File: src/rtl/regfile_sb_if.sv
// rtl/regfile_sb_if.sv - decode/writeback bus for the scoreboarded register file
interface regfile_sb_if #(
  parameter int DATA_W = 32,
  parameter int ADDR_W = 5
);
  logic              ena;
  logic              we;
  logic [ADDR_W-1:0] waddr;
  logic [DATA_W-1:0] wdata;
  logic              wrel;
  logic              rsv_en;
  logic [ADDR_W-1:0] rsv_addr;
  logic [ADDR_W-1:0] raddr_a;
  logic [ADDR_W-1:0] raddr_b;
  logic [DATA_W-1:0] rdata_a;
  logic [DATA_W-1:0] rdata_b;
  logic              rpend_a;
  logic              rpend_b;
  logic [ADDR_W:0]   pend_cnt;

  // Pipeline side: drives requests, consumes read data and hazard bits
  modport master (
    output ena, we, waddr, wdata, wrel, rsv_en, rsv_addr, raddr_a, raddr_b,
    input  rdata_a, rdata_b, rpend_a, rpend_b, pend_cnt
  );

  // Register file side
  modport slave (
    input  ena, we, waddr, wdata, wrel, rsv_en, rsv_addr, raddr_a, raddr_b,
    output rdata_a, rdata_b, rpend_a, rpend_b, pend_cnt
  );
endinterface

File: src/rtl/regfile_sb.sv
// rtl/regfile_sb.sv - parametrised register file with write bypass and pending-write scoreboard
module regfile_sb #(
  parameter int DATA_W = 32,
  parameter int ADDR_W = 5,
  parameter int BYPASS = 1
) (
  input logic         clk,
  input logic         reset,
  regfile_sb_if.slave bus
);
  localparam int DEPTH = 1 << ADDR_W;
  localparam bit BYP   = (BYPASS != 0);

  logic [DATA_W-1:0] regs_q [DEPTH];
  logic [DEPTH-1:0]  pending_q;
  logic [DEPTH-1:0]  pending_d;
  logic [ADDR_W:0]   pend_cnt_q;
  logic [ADDR_W:0]   pend_cnt_d;

  logic wr_ok;
  logic rel_ok;
  logic rsv_ok;
  logic set_new;
  logic clr_eff;
  logic hit_a;
  logic hit_b;
  logic relhit_a;
  logic relhit_b;

  // Qualify requests: disabled block or address 0 turns them into no-ops
  always_comb begin
    wr_ok   = bus.ena && bus.we && (bus.waddr != '0);
    rel_ok  = wr_ok && bus.wrel;
    rsv_ok  = bus.ena && bus.rsv_en && (bus.rsv_addr != '0);
    // Counter follows actual bit transitions: a set on an already-pending
    // register, a clear of a non-pending one, or a clear overridden by a
    // same-address set contributes nothing.
    set_new = rsv_ok && !pending_q[bus.rsv_addr];
    clr_eff = rel_ok && pending_q[bus.waddr] &&
              !(rsv_ok && (bus.rsv_addr == bus.waddr));
  end

  // Scoreboard next state; set is applied after clear so a new producer wins
  always_comb begin
    pending_d = pending_q;
    if (rel_ok) pending_d[bus.waddr] = 1'b0;
    if (rsv_ok) pending_d[bus.rsv_addr] = 1'b1;
    pending_d[0] = 1'b0;

    pend_cnt_d = pend_cnt_q;
    if (set_new && !clr_eff)
      pend_cnt_d = pend_cnt_q + {{ADDR_W{1'b0}}, 1'b1};
    else if (clr_eff && !set_new)
      pend_cnt_d = pend_cnt_q - {{ADDR_W{1'b0}}, 1'b1};
  end

  // Register array: reset clears everything, otherwise accept qualified writes
  always_ff @(posedge clk) begin
    if (reset) begin
      for (int i = 0; i < DEPTH; i++) regs_q[i] <= '0;
    end else if (wr_ok) begin
      regs_q[bus.waddr] <= bus.wdata;
    end
  end

  // Scoreboard bits and their population count update on the same edge
  always_ff @(posedge clk) begin
    if (reset) begin
      pending_q  <= '0;
      pend_cnt_q <= '0;
    end else begin
      pending_q  <= pending_d;
      pend_cnt_q <= pend_cnt_d;
    end
  end

  // Combinational read ports with optional same-cycle write forwarding
  always_comb begin
    hit_a    = BYP && wr_ok && (bus.waddr == bus.raddr_a);
    hit_b    = BYP && wr_ok && (bus.waddr == bus.raddr_b);
    relhit_a = BYP && rel_ok && (bus.waddr == bus.raddr_a);
    relhit_b = BYP && rel_ok && (bus.waddr == bus.raddr_b);

    bus.rdata_a = '0;
    bus.rdata_b = '0;
    bus.rpend_a = 1'b0;
    bus.rpend_b = 1'b0;
    if (bus.ena) begin
      if (bus.raddr_a != '0) bus.rdata_a = hit_a ? bus.wdata : regs_q[bus.raddr_a];
      if (bus.raddr_b != '0) bus.rdata_b = hit_b ? bus.wdata : regs_q[bus.raddr_b];
      bus.rpend_a = relhit_a ? 1'b0 : pending_q[bus.raddr_a];
      bus.rpend_b = relhit_b ? 1'b0 : pending_q[bus.raddr_b];
    end
  end

  assign bus.pend_cnt = pend_cnt_q;
endmodule

File: src/flat_wrapper.sv
// flat-port wrapper written by rule: the top's interface ports become plain ports
module regfile_sb_flat 
#(
  parameter int DATA_W = 32,
  parameter int ADDR_W = 5,
  parameter int BYPASS = 1
)
  (clk, reset, bus_ena, bus_we, bus_waddr, bus_wdata, bus_wrel, bus_rsv_en, bus_rsv_addr, bus_raddr_a, bus_raddr_b, bus_rdata_a, bus_rdata_b, bus_rpend_a, bus_rpend_b, bus_pend_cnt);
  regfile_sb_if #(.DATA_W(DATA_W), .ADDR_W(ADDR_W)) bus_i ();
  input logic clk;
  input logic reset;
  input wire logic [$bits(bus_i.ena)-1:0] bus_ena;
  input wire logic [$bits(bus_i.we)-1:0] bus_we;
  input wire logic [$bits(bus_i.waddr)-1:0] bus_waddr;
  input wire logic [$bits(bus_i.wdata)-1:0] bus_wdata;
  input wire logic [$bits(bus_i.wrel)-1:0] bus_wrel;
  input wire logic [$bits(bus_i.rsv_en)-1:0] bus_rsv_en;
  input wire logic [$bits(bus_i.rsv_addr)-1:0] bus_rsv_addr;
  input wire logic [$bits(bus_i.raddr_a)-1:0] bus_raddr_a;
  input wire logic [$bits(bus_i.raddr_b)-1:0] bus_raddr_b;
  output wire logic [$bits(bus_i.rdata_a)-1:0] bus_rdata_a;
  output wire logic [$bits(bus_i.rdata_b)-1:0] bus_rdata_b;
  output wire logic [$bits(bus_i.rpend_a)-1:0] bus_rpend_a;
  output wire logic [$bits(bus_i.rpend_b)-1:0] bus_rpend_b;
  output wire logic [$bits(bus_i.pend_cnt)-1:0] bus_pend_cnt;
  assign bus_i.ena = bus_ena;
  assign bus_i.we = bus_we;
  assign bus_i.waddr = bus_waddr;
  assign bus_i.wdata = bus_wdata;
  assign bus_i.wrel = bus_wrel;
  assign bus_i.rsv_en = bus_rsv_en;
  assign bus_i.rsv_addr = bus_rsv_addr;
  assign bus_i.raddr_a = bus_raddr_a;
  assign bus_i.raddr_b = bus_raddr_b;
  assign bus_rdata_a = bus_i.rdata_a;
  assign bus_rdata_b = bus_i.rdata_b;
  assign bus_rpend_a = bus_i.rpend_a;
  assign bus_rpend_b = bus_i.rpend_b;
  assign bus_pend_cnt = bus_i.pend_cnt;
  regfile_sb #(.DATA_W(DATA_W), .ADDR_W(ADDR_W), .BYPASS(BYPASS)) u_core (.clk(clk), .reset(reset), .bus(bus_i));
endmodule
File: config.mk
export PLATFORM = sky130hd
export DESIGN_NAME = regfile_sb_flat
export DESIGN_NICKNAME = d
export VERILOG_FILES = /design/src/rtl/regfile_sb_if.sv /design/src/rtl/regfile_sb.sv /design/src/flat_wrapper.sv
export SDC_FILE = /design/constraint.sdc
export NUM_CORES = 2
export LEC_CHECK = 0
export BUFFER_PORTS_ARGS = -buffer_cell sky130_fd_sc_hd__buf_4
export CORE_ASPECT_RATIO = 1.1
export CORE_MARGIN = 5
export CORE_UTILIZATION = 40
export CTS_BUF_LIST = sky130_fd_sc_hd__clkbuf_4 sky130_fd_sc_hd__clkbuf_8
export DETAILED_ROUTE_END_ITERATION = 6
export PLACE_DENSITY = 0.62
export REMOVE_ABC_BUFFERS = 1
export SYNTH_ARGS = -nofsm -noshare
export SYNTH_HDL_FRONTEND = slang
export SYNTH_SLANG_ARGS = --single-unit
File: constraint.sdc
create_clock -name clk -period 4.2 [get_ports clk]
set_input_delay 0.84 -clock clk [delete_from_list [all_inputs] [get_ports clk]]
set_output_delay 0.84 -clock clk [all_outputs]
set_load 0.005 [all_outputs]
# After elaboration in Yosys (flattened, before gate mapping)
# Memories as Yosys holds them, arrays and structs flattened.
# Cells that the tools add are included.
# classes
n_mux,34
reduce_logical,27
n_eq_ne,3
add_sub_neg,2
bitwise_logic,3
magnitude_cmp,6
# ops
cell,count
two-way mux 32 bit,9
bitwise AND 32 bit,1
NOT 32 bit,1
OR 32 bit,1
OR reduction 32 bit,1
"less-than comparator 5 x 6 -> 1 bit, second input constant",4
binary-select mux 1 bit (select 5 bit),4
nonzero test 5 bit,4
logical AND 1 bit,17
two-way mux 1 bit,16
== test 5 bit,3
two-way mux 6 bit,2
demux 1 bit (select 5 bit),2
">= comparator 5 x 1 -> 1 bit, second input constant",2
"adder 6 x 1 -> 6 bit, second input constant",1
"subtractor 6 x 1 -> 6 bit, second input constant",1
two-way mux 5 bit,1
zero test 1 bit,4
nonzero test 2 bit,1
# word_totals
mem_count,1
regBits,38
output_inout_bits,72
ram_bits,1024
word_cells,79
inputBits,58
# mem_list
name,words,width,rd,rd_ports_with_merged_regs,wr,line_no,text
u_core.regs_q,32,32,2,0,32,regfile_sb.sv:14,logic [DATA_W-1:0] regs_q [DEPTH];

# Logic depth before layout (Yosys ltp)
# depth
ltp_word,9
depth_mapped,15
ltp_nobuf,13

# Worst setup path after synthesis
# No wires, ideal clock.
# synth_timing
path_type,input port to flip-flop
from,input bus_waddr[0]
to,"register u_core.pend_cnt_q[5], in the netlist u_core.bus.pend_cnt[5]"
path_slack_ps,-87
stages,15
path_buffers,2
setup_time_ps,121
required_ps,4079
arrival_ps,4167
cell_sequence,buf_2 clkbuf_1 mux4_2 inv_1 o22ai_1 or4_1 nand2_1 ha_1 inv_1 ha_1 a21o_1 a21o_1 a211o_1 o211ai_1 mux2_2
# synth_between
elab_chain_cells,8
elab_cells_between_ends,15
cone_classes,eq/ne: 1; mux: 3; reduce/logical: 11
# synth_rtl
element,line_no,text
start: declaration,flat_wrapper.sv:14,input wire logic [$bits(bus_i.waddr)-1:0] bus_waddr;
branches (longest 4 deep; another with binary-select mux 1 bit (select 5 bit)),n/a,
logical AND 1 bit *,regfile_sb.sv:39,clr_eff = rel_ok && pending_q[bus.waddr] &&
zero test 1 bit,regfile_sb.sv:51,if (set_new && !clr_eff)
logical AND 1 bit,regfile_sb.sv:51,
two-way mux 6 bit / nonzero test 2 bit (equally long branches),n/a,
end signal: assignment,regfile_sb.sv:73,pend_cnt_q <= pend_cnt_d;
end: declaration,regfile_sb.sv:17,logic [ADDR_W:0] pend_cnt_q;
# Every way passes the cells marked *. The select of a mux whose other input is x is not followed.
# A chain may end at the register's enable or synchronous reset.

# Final worst setup path
# layout_timing
from,input bus_waddr[4]
to,output bus_rdata_a[24]
# layout_between
elab_chain_cells,6
elab_cells_between_ends,7
cone_classes,eq/ne: 1; mux: 3; reduce/logical: 3
# layout_rtl
element,line_no,text
nonzero test 5 bit,regfile_sb.sv:32,wr_ok = bus.ena && bus.we && (bus.waddr != '0);
logical AND 1 bit,regfile_sb.sv:32,
logical AND 1 bit *,regfile_sb.sv:79,hit_a = BYP && wr_ok && (bus.waddr == bus.raddr_a);
two-way mux 32 bit * (2 in a row),regfile_sb.sv:89,if (bus.raddr_a != '0) bus.rdata_a = hit_a ? bus.wdata : regs_q[bus.raddr_a];
two-way mux 32 bit *,regfile_sb.sv:88,if (bus.ena) begin
end: declaration,flat_wrapper.sv:21,output wire logic [$bits(bus_i.rdata_a)-1:0] bus_rdata_a;
# Every way passes the cells marked *; elsewhere a longest branch is shown, timed or not.

==> run summary <==
The overall die width was 373 um; the total clock buffers created by CTS was 184. Counting cells, the worst reg-to-reg path comes to 13. The tools report the worst clock skew as 0.0496 ns. Number of top-level pins: 130. Entering global routing, the biggest net connects 102 pins. For this run, the post-layout net count is 4160. Wires add up to 214 mm.

Once detailed placement completed, the half-perimeter wirelength came to 128 mm. Once detail routing completed, the nets flagged for antenna violations numbered 0. The worst hold path passes through 3 cells. CTS placed an instance of sky130_fd_sc_hd__clkbuf_8 at the clock tree root. The minimum setup slack after placement was 0.0286 ns; the placed standard-cell area was 63200 um2. The run gives 58100 um2 as the netlist area before placement. The worst setup path is captured at an output pin. In this run the worst path has a maximum fanout of 22. The power density relative to cell area came out at 382 nW/um2. Maximum root-to-sink buffer count: 3. The run gives 0.367 mV as the worst-case vdd ir drop. After global routing the overflow that remains totals 0. The number of buffers and inverters on the critical path is 5.

The yosys synthesis warning count was 0. From bottom edge to top edge, the die measures 410 um. The run finished with clean final reports. In the synthesized netlist the dominant register cell turns out to be sky130_fd_sc_hd__edfxtp_1. Type of element launching the critical path: an input pin.

The delay of the slowest cell on the worst path came out at 0.64 ns. For this block, the initial DRC count from the detailed router was 6246. Leaving out fill and tap cells, the most frequent cells in the layout are 1024 x sky130_fd_sc_hd__edfxtp_1, 1004 x sky130_fd_sc_hd__and2_1, 550 x sky130_fd_sc_hd__mux4_2. The area inside the core boundary was 144000 um2.

The critical path runs through a total of 10 cells. The slowest stage of the critical path is the sky130_fd_sc_hd__nor4b_1 cell. Number of antenna violations at the first check in global routing: 25. Most common cell after layout, fill and taps aside: sky130_fd_sc_hd__edfxtp_1. The number of sinks handled by clock tree synthesis is 1061. Yosys attributes the largest share of cell area to sky130_fd_sc_hd__edfxtp_1 53%, sky130_fd_sc_hd__mux4_2 21%, sky130_fd_sc_hd__and2_1 11%, sky130_fd_sc_hd__mux2i_1 2.8%, sky130_fd_sc_hd__clkbuf_1 1.9%. Setup repair after global routing left no endpoint under its margin. The share of cells above drive strength 1 is 0.322. For the via count of the first global-routing pass, the log shows 39.0k. The clock-pin slew of the registers on the worst-case setup and hold paths is 0.06 ns, and the count of flip-flops with a built-in enable after synthesis is 1024. STA puts the critical path data required time at 3.36 ns. For the number of rows created at floorplan, the log shows 146. The run gives 0.403 as the effective utilization at floorplan. The kind of critical path was in2out. The first-pass detailed-route iteration total was 6.

For the pin with the worst max-slew slack, the measured transition is 1.19 ns. The analysis attributes to cell leakage a power of 0.0233 uW. Across the run, the number of max-cap violations was 0.

Dividing the detail-routed wire length by the instance count gives 34.6 um. For the number of distinct library cell variants in the gate-level netlist after synthesis, the log shows 67. The count of final hold-check violations came out at 0. TritonCTS built the clock tree. The total routing usage reported by global routing is 0.275, and the final standard cell area without fillers is 66900 um2. Traced cell by cell, the critical path runs through buf_4, or3_1, o21ai_2, nor4_2, buf_4, buf_4, buf_4, nor4b_1, a221o_1, buf_4.

The cell that appears most often on the critical path is sky130_fd_sc_hd__buf_4. Based on the critical path, the design can be clocked at up to 241 MHz. The post-synthesis sequential area ratio was 0.542; the synthesized instance count was 3866. For this block, the via count after detailed routing is 39.2k.

Data arrives at the worst endpoint at 3.31 ns. The average vias per placed instance was 6.34. Routability-driven placement finished with a final weighted congestion of 0.906.

Grouping stages by cell kind, the critical path spends the most delay in simple AND/OR/NAND/NOR gates. The first global-routing pass estimated 299 mm of wire. The share of the clock period used by the worst path works out to 0.989. The worst hold path belongs to the class in2reg.

Relative to the synthesized area, the layout overhead comes to 15.1%. The routed design could run at a clock period as short as 4.15 ns. The share of synthesized registers carrying an async set or reset was 0; the number of synthesized register bits was 1061. The headroom to the max-slew limit came out at 0.201.

Input and output buffers added on the ports amount to 129. Count of endpoints failing setup in the final report: 0. The filler cells instantiated in the layout total 12.4k. The cell type with the largest total area after synthesis is sky130_fd_sc_hd__edfxtp_1. At the later pin of the worst-skew pair, clock insertion delay measures 0.93 ns.

The area share of the leading cell type in the synthesized netlist was 0.529; the area of the die was 153000 um2. The final count of pins violating max slew was 0. The H-tree was split into 4 levels. The average instance in the mapped netlist occupies 15.0 um2.

Hold is met by 0.297 ns. In the routed design, unresolved DRC markers number 0. The post-route worst setup slack is 0.0458 ns.
-- synthesized netlist by cell type, types with 3 or more instances --
cell                           n
sky130_fd_sc_hd__edfxtp_1   1024
sky130_fd_sc_hd__and2_1     1004
sky130_fd_sc_hd__mux4_2      550
sky130_fd_sc_hd__clkbuf_1    294
sky130_fd_sc_hd__mux2i_1     164
sky130_fd_sc_hd__a21oi_1      77
sky130_fd_sc_hd__buf_2        64
sky130_fd_sc_hd__nand2_1      62
sky130_fd_sc_hd__a221o_1      59
sky130_fd_sc_hd__o21ai_0      56
sky130_fd_sc_hd__a211oi_1     53
sky130_fd_sc_hd__nor2_1       52
sky130_fd_sc_hd__a221oi_1     43
sky130_fd_sc_hd__nor2b_1      41
sky130_fd_sc_hd__or2_2        38
sky130_fd_sc_hd__dfxtp_1      37
sky130_fd_sc_hd__buf_4        27
sky130_fd_sc_hd__nor4b_1      21
sky130_fd_sc_hd__a22oi_1      20
sky130_fd_sc_hd__buf_6        18
sky130_fd_sc_hd__inv_1        14
sky130_fd_sc_hd__nor3_1       14
sky130_fd_sc_hd__mux2_2       13
sky130_fd_sc_hd__xnor2_1      11
sky130_fd_sc_hd__buf_1        10
sky130_fd_sc_hd__nor4_1       10
sky130_fd_sc_hd__xor2_1        8
sky130_fd_sc_hd__nand3_1       7
sky130_fd_sc_hd__a2111oi_0     5
sky130_fd_sc_hd__ha_1          5
sky130_fd_sc_hd__nand3b_1      5
sky130_fd_sc_hd__o2bb2ai_1     5
sky130_fd_sc_hd__nand2b_1      4
sky130_fd_sc_hd__o22ai_1       4
sky130_fd_sc_hd__a21o_1        3
sky130_fd_sc_hd__and3_1        3
sky130_fd_sc_hd__o22a_1        3
sky130_fd_sc_hd__or3_1         3
sky130_fd_sc_hd__or3b_2        3
-- power by group --
| group | total [uW] | switching [uW] | internal, uW |
|---|---|---|---|
| sequential | 12400 | 284 | 12100 |
| combinational | 3510 | 1940 | 1570 |
| clock | 9580 | 4440 | 5140 |
| total | 25500 | 6660 | 18900 |
-- worst paths after layout --
path,slack [ns],to,startpoint
worst max-delay path,0.05,bus_rdata_a[24],bus_waddr[4]
worst min-delay path,0.30,u_core.pending_q[31],bus_rsv_addr[1]
worst min register to register,0.49,u_core.bus.pend_cnt[4],u_core.bus.pend_cnt[4]
worst max register to register,0.78,u_core.bus.pend_cnt[5],u_core.pending_q[7]
-- cell type report --
| cell class | instances | area [um2] | share of cell area |
|---|---|---|---|
| diodes | 9 | 22.5 | 0.000337 |
| clock buffers | 247 | 3060 | 0.0458 |
| repair buffers | 429 | 4210 | 0.0630 |
| clock inverters | 82 | 568 | 0.00849 |
| inverters | 16 | 62.6 | 0.000935 |
| multi-input cells | 2404 | 25100 | 0.375 |
| well taps | 1924 | 2410 | 0.0360 |
| flip-flops and latches | 1061 | 31500 | 0.471 |
-- worst min-delay path: stages --
cell                      delay [ns]
sky130_fd_sc_hd__buf_4          0.18
sky130_fd_sc_hd__nand3_1        0.10
sky130_fd_sc_hd__a21oi_1        0.05
-- metal layers --
layer / wire length [um] / vias up / track usage
met5: 0 / - / 0
li1: - / 15500 / -
met3: 26300 / 523 / 0.0716
met4: 9960 / 0 / 0.117
met1: 78200 / 20200 / 0.363
met2: 99200 / 2970 / 0.433
-- logic make-up after synthesis --
family | after synthesis | synth area share
AND/OR/NAND/NOR | 1273 | 0.133
flip-flops | 1061 | 0.542
multiplexers | 727 | 0.244
buffers and inverters | 432 | 0.0338
AO/OA/AOI/OAI | 347 | 0.0431
XOR/XNOR | 19 | 0.00286
adder cells (fa/ha/maj) | 6 | 0.00142
other | 1 | 0.0000645
-- flip-flops by register name, summed over array words and instances, names as in the netlist --
| signal | flops |
|---|---|
| u_core.regs_q | 1024 |
| u_core.pending_q | 31 |
| u_core.bus.pend_cnt | 6 |
-- what timing repair did --
action | in CTS | in global routing
resized for setup | 0 | 2
buffers inserted | 0 | 5
endpoints found under the hold margin | 0 | 0
endpoints found under the setup margin | 0 | 9
hold buffers | 0 | 0
-- stage by stage --
step,power [uW],utilization,setup TNS [ns],cells
6_report,25500,0.464,0,6172
3_5_place_dp,16100,0.438,0,5829
5_1_grt,26300,0.464,0,6166
2_1_floorplan,14100,-,-34.16,3481
4_1_cts,25600,0.463,0,6158
3_3_place_gp,16000,0.438,-0.00557,5829
(Power assumes the default switching activity.)
